$ cat src/rtl/rx_cmd_parser_pkg.sv
// Shared types for the UART receive command parser.
// Opcodes, command type encodings and parser states.
package rx_cmd_parser_pkg;

  localparam logic [7:0] CMD_RF_WR   = 8'hAA;
  localparam logic [7:0] CMD_RF_RD   = 8'hBB;
  localparam logic [7:0] CMD_ALU_OP  = 8'hCC;
  localparam logic [7:0] CMD_ALU_NOP = 8'hDD;

  typedef enum logic [1:0] {
    T_RF_WR   = 2'd0,
    T_RF_RD   = 2'd1,
    T_ALU_OP  = 2'd2,
    T_ALU_NOP = 2'd3
  } cmd_type_e;

  typedef enum logic [2:0] {
    S_IDLE,
    S_GET_ADDR,
    S_GET_WDATA,
    S_GET_OPA,
    S_GET_OPB,
    S_GET_FUNC,
    S_ISSUE
  } rx_state_e;

endpackage

$ cat src/rtl/rx_cmd_parser_timeout.sv
// Inter-byte idle counter with clear/enable and terminal count.
// Ports: clk, rst_n, clr, en in; tc out (count reached TIMEOUT).
module rx_byte_timeout #(
  parameter int TIMEOUT = 1023
) (
  input  logic clk,
  input  logic rst_n,
  input  logic clr,
  input  logic en,
  output logic tc
);

  localparam int W = $clog2(TIMEOUT + 1);
  localparam logic [W-1:0] TC_VAL = W'(TIMEOUT);

  logic [W-1:0] cnt;

  always_ff @(posedge clk or negedge rst_n) begin
    if (!rst_n) begin
      cnt <= '0;
    end else if (clr) begin
      cnt <= '0;
    end else if (en && !tc) begin
      cnt <= cnt + W'(1);
    end
  end

  assign tc = en && (cnt == TC_VAL);

endmodule

$ cat src/rtl/rx_cmd_parser.sv
// Assembles UART bytes into command frames, issues via valid/ready.
// Ports: CLK/RST, RX byte strobe+errors in; CMD_* handshake, ERR_CNT, BUSY out.
module rx_cmd_parser
  import rx_cmd_parser_pkg::*;
#(
  parameter int DATA    = 8,
  parameter int ADDR    = 4,
  parameter int FUNC_W  = 4,
  parameter int TIMEOUT = 1023,
  parameter int CNT_W   = 8
) (
  input  logic              CLK,
  input  logic              RST,
  input  logic [DATA-1:0]   RX_P_DATA,
  input  logic              RX_D_VLD,
  input  logic              RX_PAR_ERR,
  input  logic              RX_FRM_ERR,
  input  logic              CMD_READY,
  output logic              CMD_VALID,
  output logic [1:0]        CMD_TYPE,
  output logic [ADDR-1:0]   CMD_ADDR,
  output logic [DATA-1:0]   CMD_WDATA,
  output logic [DATA-1:0]   CMD_OPA,
  output logic [DATA-1:0]   CMD_OPB,
  output logic [FUNC_W-1:0] CMD_FUNC,
  output logic [CNT_W-1:0]  ERR_CNT,
  output logic              BUSY
);

  rx_state_e state_q, state_d;
  cmd_type_e type_q, type_d;

  logic [ADDR-1:0]   addr_q;
  logic [DATA-1:0]   wdata_q, opa_q, opb_q;
  logic [FUNC_W-1:0] func_q;
  logic [CNT_W-1:0]  err_q;

  logic good, bad, in_get, tc, err_inc;
  logic ld_type, ld_addr, ld_wdata;
  logic ld_opa, ld_opb, ld_func;

  assign bad  = RX_D_VLD && (RX_PAR_ERR || RX_FRM_ERR);
  assign good = RX_D_VLD && !RX_PAR_ERR && !RX_FRM_ERR;

  assign in_get = (state_q != S_IDLE) && (state_q != S_ISSUE);

  rx_byte_timeout #(.TIMEOUT(TIMEOUT)) u_tmo (
    .clk   (CLK),
    .rst_n (RST),
    .clr   (RX_D_VLD || (state_d != state_q)),
    .en    (in_get),
    .tc    (tc)
  );

  always_comb begin
    state_d  = state_q;
    type_d   = type_q;
    err_inc  = 1'b0;
    ld_type  = 1'b0;
    ld_addr  = 1'b0;
    ld_wdata = 1'b0;
    ld_opa   = 1'b0;
    ld_opb   = 1'b0;
    ld_func  = 1'b0;
    unique case (state_q)
      S_IDLE: begin
        if (good) begin
          ld_type = 1'b1;
          unique case (1'b1)
            RX_P_DATA == DATA'(CMD_RF_WR): begin
              type_d  = T_RF_WR;
              state_d = S_GET_ADDR;
            end
            RX_P_DATA == DATA'(CMD_RF_RD): begin
              type_d  = T_RF_RD;
              state_d = S_GET_ADDR;
            end
            RX_P_DATA == DATA'(CMD_ALU_OP): begin
              type_d  = T_ALU_OP;
              state_d = S_GET_OPA;
            end
            RX_P_DATA == DATA'(CMD_ALU_NOP): begin
              type_d  = T_ALU_NOP;
              state_d = S_GET_FUNC;
            end
            default: begin
              ld_type = 1'b0;
              err_inc = 1'b1;
            end
          endcase
        end else if (bad) begin
          err_inc = 1'b1;
        end
      end
      S_GET_ADDR: if (good) begin
        ld_addr = 1'b1;
        state_d = (type_q == T_RF_WR) ? S_GET_WDATA : S_ISSUE;
      end
      S_GET_WDATA: if (good) begin
        ld_wdata = 1'b1;
        state_d  = S_ISSUE;
      end
      S_GET_OPA: if (good) begin
        ld_opa  = 1'b1;
        state_d = S_GET_OPB;
      end
      S_GET_OPB: if (good) begin
        ld_opb  = 1'b1;
        state_d = S_GET_FUNC;
      end
      S_GET_FUNC: if (good) begin
        ld_func = 1'b1;
        state_d = S_ISSUE;
      end
      S_ISSUE: begin
        // Any strobe here is an overrun; the held command is untouched.
        err_inc = RX_D_VLD;
        if (CMD_READY) state_d = S_IDLE;
      end
      default: state_d = S_IDLE;
    endcase
    // Abort paths shared by every field-collecting state.
    // A byte arriving on the terminal cycle takes priority.
    if (in_get) begin
      if (bad || (!RX_D_VLD && tc)) begin
        state_d = S_IDLE;
        err_inc = 1'b1;
      end
    end
  end

  always_ff @(posedge CLK or negedge RST) begin
    if (!RST) begin
      state_q <= S_IDLE;
      type_q  <= T_RF_WR;
      addr_q  <= '0;
      wdata_q <= '0;
      opa_q   <= '0;
      opb_q   <= '0;
      func_q  <= '0;
      err_q   <= '0;
    end else begin
      state_q <= state_d;
      if (ld_type)  type_q  <= type_d;
      if (ld_addr)  addr_q  <= RX_P_DATA[ADDR-1:0];
      if (ld_wdata) wdata_q <= RX_P_DATA;
      if (ld_opa)   opa_q   <= RX_P_DATA;
      if (ld_opb)   opb_q   <= RX_P_DATA;
      if (ld_func)  func_q  <= RX_P_DATA[FUNC_W-1:0];
      if (err_inc && (err_q != '1)) err_q <= err_q + CNT_W'(1);
    end
  end

  assign CMD_VALID = (state_q == S_ISSUE);
  assign BUSY      = (state_q != S_IDLE);
  assign CMD_TYPE  = type_q;
  assign CMD_ADDR  = addr_q;
  assign CMD_WDATA = wdata_q;
  assign CMD_OPA   = opa_q;
  assign CMD_OPB   = opb_q;
  assign CMD_FUNC  = func_q;
  assign ERR_CNT   = err_q;

endmodule

$ cat config.mk
export PLATFORM = sky130hd
export DESIGN_NAME = rx_cmd_parser
export DESIGN_NICKNAME = d
export VERILOG_FILES = /design/src/rtl/rx_cmd_parser_pkg.sv /design/src/rtl/rx_cmd_parser_timeout.sv /design/src/rtl/rx_cmd_parser.sv
export SDC_FILE = /design/constraint.sdc
export NUM_CORES = 1
export LEC_CHECK = 0
export ABC_AREA = 1
export CAP_MARGIN = 10
export CORE_UTILIZATION = 50
export CTS_BUF_LIST = sky130_fd_sc_hd__clkbuf_16
export CTS_CLUSTER_DIAMETER = 200
export CTS_CLUSTER_SIZE = 30
export DETAILED_ROUTE_END_ITERATION = 16
export MAX_ROUTING_LAYER = met4
export PLACE_DENSITY = 0.86
export SYNTH_ARGS = -nofsm -noshare
export SYNTH_HDL_FRONTEND = slang
export SYNTH_SLANG_ARGS = --single-unit
$ cat constraint.sdc
create_clock -name CLK -period 3.65 [get_ports CLK]
set_input_delay 0.9125 -clock CLK [delete_from_list [all_inputs] [get_ports CLK]]
set_output_delay 0.9125 -clock CLK [all_outputs]
set_load 0.1 [all_outputs]
==> Word level (Yosys, flattened, before mapping) <==
Index checks and enable logic that the tools add are counted.
{ "totals": {"in_bits": 14, "ff_bits": 55, "word_cells": 78} }
{ "classes": {"n_reduce_logical": 24, "addsub": 2, "mux": 29, "eq_ne": 14} }
{ "ops": {"columns": ["op", "n"], "rows": [
  ["$eq A8 B8 Y1 const B", 4],
  ["$mux W3", 9],
  ["$mux W10", 2],
  ["$pmux W3 S6", 1],
  ["$mux W1", 14],
  ["$add A10 B1 Y10 const B", 1],
  ["$eq A10 B10 Y1 const B", 1],
  ["$eq A3 B3 Y1 const B", 3],
  ["$pmux W3 S3", 1],
  ["$add A8 B1 Y8 const B", 1],
  ["$logic_and A1 B1 Y1", 8],
  ["$ne A8 B8 Y1 const B", 1],
  ["$pmux W2 S4", 1],
  ["$eq A3 B2 Y1 const B", 2],
  ["$logic_not A1 Y1", 4],
  ["$reduce_and A4 Y1", 1],
  ["$reduce_bool A4 Y1", 1],
  ["$reduce_or A2 Y1", 2],
  ["$reduce_or A4 Y1", 1],
  ["$eq A3 B1 Y1 const B", 1],
  ["$logic_not A3 Y1", 1],
  ["$logic_or A1 B1 Y1", 3],
  ["$ne A3 B3 Y1", 1],
  ["$ne A3 B3 Y1 const B", 1],
  ["other kinds (4)", 4]
]} }

==> Logic depth before layout (Yosys ltp) <==
{ "depth": {"ltp_word": 10, "depth_mapped": 13} }

==> Modules after synthesis <==
From an unflattened synthesis, not the netlist that was laid out.
{ "hier_totals": {"cells_unflattened": 338, "hier_area_um2": 2738.9} }
{ "modules_own_cells": {"columns": ["module", "area_each_um2", "cells_per_inst", "instances", "seq_area_each_um2"], "rows": [
  ["rx_cmd_parser", 2110.8, 250, 1, 1126.1],
  ["rx_byte_timeout", 628.1, 88, 1, 250.2]
]} }

==> Least setup slack after synthesis <==
Ideal clock, no wire load.
{ "synth_path": {"kind": "register -> register", "start": "reg state_q[2]", "end": "reg u_tmo.cnt[2]", "arrival_time_ps": 2641, "path_slack_ps": 889, "stages_incl_launch_ff": 12, "period_less_slack_ps": 2761, "path_buffers": 0, "required_ps": 3529, "cell_sequence": "dfrtp_1 > nand2_2 > nor2_1 > nand2_1 > nand2_1 > nor2_1 > nand3_1 > nand2_1 > nand2_1 > nand2_1 > nand3_4 > nor2_2"} }
{ "synth_via": {"word_cells_on_any_way": 30} }
{ "synth_lines": {"columns": ["element", "line", "rtl"], "rows": [
  ["start: declaration", "rx_cmd_parser.sv:30", "rx_state_e state_q, state_d;"],
  ["start signal: assignment", "rx_cmd_parser.sv:143", "state_q <= state_d;"],
  ["$eq A3 B3 Y1 *", null, null],
  ["via CMD_VALID", "rx_cmd_parser.sv:19", "output logic CMD_VALID,"],
  ["$pmux W3 S6 *", "rx_cmd_parser.sv:65", "unique case (state_q)"],
  ["$mux W3", "rx_cmd_parser.sv:125", "if (bad || (!RX_D_VLD && tc)) begin"],
  ["$mux W3 *", "rx_cmd_parser.sv:124", "if (in_get) begin"],
  ["$ne A3 B3 Y1 *", "rx_cmd_parser.sv:50", ".clr (RX_D_VLD || (state_d != state_q)),"],
  ["$logic_or A1 B1 Y1 *", "rx_cmd_parser.sv:50", null],
  ["$mux W10 or $reduce_bool A2 Y1 (tied branches)", null, null],
  ["end signal: assignment", "rx_cmd_parser_timeout.sv:24", "cnt <= cnt + W'(1);"],
  ["end: declaration", "rx_cmd_parser_timeout.sv:16", "logic [W-1:0] cnt;"]
]} }
Mark *: on every way through the listed nets, which the timed path passes. The rest lies on a longest branch.
A chain may end at the register's enable or synchronous reset.

==> Worst setup path in the final report <==
{ "layout_path": {"start": "reg opa_q[0] (netlist: CMD_OPA[0])", "end": "out CMD_OPA[0]"} }
{ "layout_lines": {"columns": ["element", "line", "rtl"], "rows": [
  ["start: declaration", "rx_cmd_parser.sv:34", "logic [DATA-1:0] wdata_q, opa_q, opb_q;"],
  ["start signal: assignment", "rx_cmd_parser.sv:138", "opa_q <= '0;"],
  ["start signal: assignment", "rx_cmd_parser.sv:147", "if (ld_opa) opa_q <= RX_P_DATA;"],
  ["end: declaration", "rx_cmd_parser.sv:23", "output logic [DATA-1:0] CMD_OPA,"]
]} }
No word-level cell between the ends.

==> flow_metrics.env <==
export IMPL_status="finished, final reports clean"
export IMPL_fin_nets=403
export IMPL_cp_max_fo=2
export IMPL_ys_seq_area_share_pct=50.8
export IMPL_drt_first_pass_iters=4
export IMPL_hold_path_class="reg -> reg"
export IMPL_gp_congestion=0.876
export IMPL_r2r_end="u_tmo.cnt[6]$_DFFE_PN0P_"
export IMPL_rsz0062_at_grt="no"
export IMPL_drt_total_wl_mm=6.11
export IMPL_grt_pass1_vias=2173
export IMPL_tightest_slew_ns=0.982
export IMPL_holdPathEnd="CMD_ADDR[3]$_DFFE_PN0P_"
export IMPL_cp_num_buf_inv=1
export IMPL_yosys_register_bits=55
export IMPL_criticalPathCategory="reg -> out"
export IMPL_synth_nets=341
export IMPL_fmax_mhz=367
export IMPL_worst_slack_ns=0.923
export IMPL_synth_distinct_cells=26
export IMPL_detail_route_wl_per_cell_um=13.3
export IMPL_clock_sinks=55
export IMPL_vias=2383
export IMPL_slew_headroom_pct=34.3
export IMPL_cts_root_buf="clkbuf_16"
export IMPL_cap_viol_max_count=0
export IMPL_r2r_cells=8
export IMPL_cts_setup_buffers=0
export IMPL_cts_buffers=5
export IMPL_post_route_min_period_ns=2.73
export IMPL_p_comb_share_pct=54.4
export IMPL_dp_hpwl_mm=4.41
export IMPL_p_sw_mw=1.64
export IMPL_syn_to_final_growth_pct=28.8
export IMPL_critical_path_required_ns=2.74
export IMPL_critPathCaptureType="output port"
export IMPL_cts_tree="built"
export IMPL_clk_latency_ns=0.29
export IMPL_die_area_mm2=0.00572
export IMPL_grt_max_degree=30
export IMPL_finalHoldViolCount=0
export IMPL_finalPower_mw=3.06
export IMPL_avgSynthCellArea_um2=8.34
export IMPL_ff2ff_setup_slack_ns=1.74
export IMPL_finalSetupTns_ns=0
export IMPL_fill_cells=415
export IMPL_fp_dieW_um=75.6
export IMPL_dpl_worst_slack_ns=0.813
export IMPL_ctsHoldBuffers=0
export IMPL_switching_share_pct=53.6
export IMPL_worstPathCellList="clkdlybuf4s50_1"
export IMPL_drc_errors=0
export IMPL_ant_nets=0
export IMPL_regToRegStartpoint="state_q[0]$_DFF_PN0_"
export IMPL_start_util_pct=52.4
export IMPL_async_reset_ff_share_pct=100
export IMPL_antenna_found_initial=0
export IMPL_cts_resized=0
export IMPL_cp_arrival_ns=1.81
export IMPL_synth_edff_count=0
export IMPL_p_clk_share_pct=17.6
export IMPL_fin_crit_sh_pct=74.7
export IMPL_critical_path_top_delay_family="buffers and inverters"
export IMPL_finalClockSkew_ns=0.00685
export IMPL_antenna_cells=0
export IMPL_first_iter_violations=132
export IMPL_track_usage_pct=24.1
export IMPL_internal_power_mw=1.42
export IMPL_h_tree_depth=2
export IMPL_cpPeakStageDelay_ns=1.14
export IMPL_ys_flop_type="dfrtp_1"
export IMPL_synth_area_mm2=0.00271
export IMPL_layout_drive_gt1_share_pct=14.4
export IMPL_io_pins=58
export IMPL_peakVddDrop_v=0.000712
export IMPL_rows=26
export IMPL_cts_buffer_depth=2
export IMPL_min_path_cells=2
export IMPL_start_kind="flop"
export IMPL_p_per_area_mw_per_mm2=875
export IMPL_die_y_um=75.6
export IMPL_core_area_mm2=0.00517
export IMPL_final_max_slew_viol_count=0
export IMPL_min_from="CMD_ADDR[3]$_DFFE_PN0P_"
export IMPL_fin_util_pct=67.5
export IMPL_cp_slowest_cell="clkdlybuf4s50_1"
export IMPL_overflow=0
export IMPL_leakagePower_nw=1.71
export IMPL_synthCells=325
export IMPL_post_drt_via_cell_ratio=5.20
export IMPL_io_buffers=57
export IMPL_clk_pin_slew_ns=0.07
export IMPL_setup_violations=0
export IMPL_seqPwrFrac_pct=28.0
export IMPL_grt_pass1_wl_mm=9.96
export IMPL_yosys_warnings=0
==> synthesized netlist by cell type, types with 2 or more instances <==
cell type,number,share of area [%]
nor3_1,4,0.74
xnor2_1,7,2.3
nor2_2,12,2.8
a21oi_1,4,0.74
o21ai_0,31,5.7
nand2_2,7,1.6
clkbuf_1,3,0.42
nand4_1,3,0.69
nor2_1,25,3.5
inv_2,2,0.28
dfrtp_1,55,51
nand3_1,26,4.8
ha_1,2,0.92
xor2_1,7,2.3
nor2_4,2,0.83
nor3_2,2,0.74
nand2_4,3,1.2
inv_1,31,4.3
nand2_1,92,13
==> kinds of logic after synthesis <==
logic type / after synthesis / synth area share (%)
and+or+nand+nor: 177 / 30.3
adders and majority gates: 2 / 0.923
buffers and inverters: 38 / 5.49
AOI/OAI and AO/OA: 38 / 7.66
muxes: 1 / 0.369
DFF: 55 / 50.8
xor gates and xnor gates: 14 / 4.52
==> worst max path at each step <==
stage                                        from                  endpoint  slack (ns)  cells after the start
after floorplan              state_q[2]$_DFF_PN0_  u_tmo.cnt[2]$_DFFE_PN0P_        0.89                     11
final                      CMD_OPA[0]$_DFFE_PN0P_                CMD_OPA[0]        0.92                      1
after CTS                  CMD_OPA[0]$_DFFE_PN0P_                CMD_OPA[0]        0.92                      1
after detailed placement                 RX_D_VLD  u_tmo.cnt[2]$_DFFE_PN0P_        0.81                      9
after global placement                   RX_D_VLD  u_tmo.cnt[4]$_DFFE_PN0P_        0.87                      9
after global routing      CMD_ADDR[2]$_DFFE_PN0P_               CMD_ADDR[2]        0.88                      1
==> power groups by stage <==
stage          logic (mW)  clock network [mW]  registers, mW
2_1_floorplan       0.480                   0           1.67
3_3_place_gp         1.64                   0          0.860
3_5_place_dp         1.66                   0          0.866
4_1_cts              1.67               0.546          0.856
5_1_grt              1.75               0.572          0.873
6_report             1.66               0.539          0.856
==> layout make-up <==
class | count | area, µm² | share of cell area, %
repair buffers | 58 | 538 | 15.4
clock buffers | 5 | 125 | 3.58
clock inverters | 3 | 42.5 | 1.22
flip-flops and latches | 55 | 1380 | 39.4
inverters | 35 | 138 | 3.94
multi-input cells | 232 | 1190 | 34.0
well taps | 70 | 87.6 | 2.51
==> through the flow <==
step,instances,hold WS [ns],instance area (µm²)
detailed placement,450,0.474,3330
finish,458,0.491,3490
CTS,458,0.491,3490
global route,458,0.520,3490
global placement,450,0.468,3330
floorplan,325,0.530,2710
==> registers in the layout, indices dropped and copies added (netlist names) <==
signal,count
state_q,3
CMD_ADDR,4
CMD_TYPE,2
ERR_CNT,8
CMD_WDATA,8
CMD_FUNC,4
CMD_OPA,8
CMD_OPB,8
u_tmo.cnt,10
==> layout by cell type (no fill, tap or decap), types with 5 or more instances in the layout <==
master | netlist | final
clkdlybuf4s50_1 | 0 | 42
nor2_2 | 12 | 12
nand2_1 | 92 | 92
inv_1 | 31 | 31
xnor2_1 | 7 | 7
nor2_1 | 25 | 25
nand2_2 | 7 | 7
xor2_1 | 7 | 7
o21ai_0 | 31 | 31
clkbuf_16 | 0 | 5
dfrtp_1 | 55 | 55
buf_4 | 0 | 15
nand3_1 | 26 | 26
==> worst reg2reg max path, cell delays in order, from the launching register on <==
cell and delay [ns]:
dfrtp_1 0.50, inv_2 0.15, nor3_2 0.17, nand2_1 0.23, nand4_1 0.19, nand2_2 0.10
a21oi_4 0.17, nand3_4 0.19, nor2_2 0.14
==> per-layer routing <==
layer,track usage [%],up-vias,wire length [µm]
met4,8.02,0,96
met1,32.3,1144,2770
met5,-,-,0
li1,-,1155,-
met3,3.57,8,272
met2,37.9,76,2970
(Power assumes the default switching activity.)
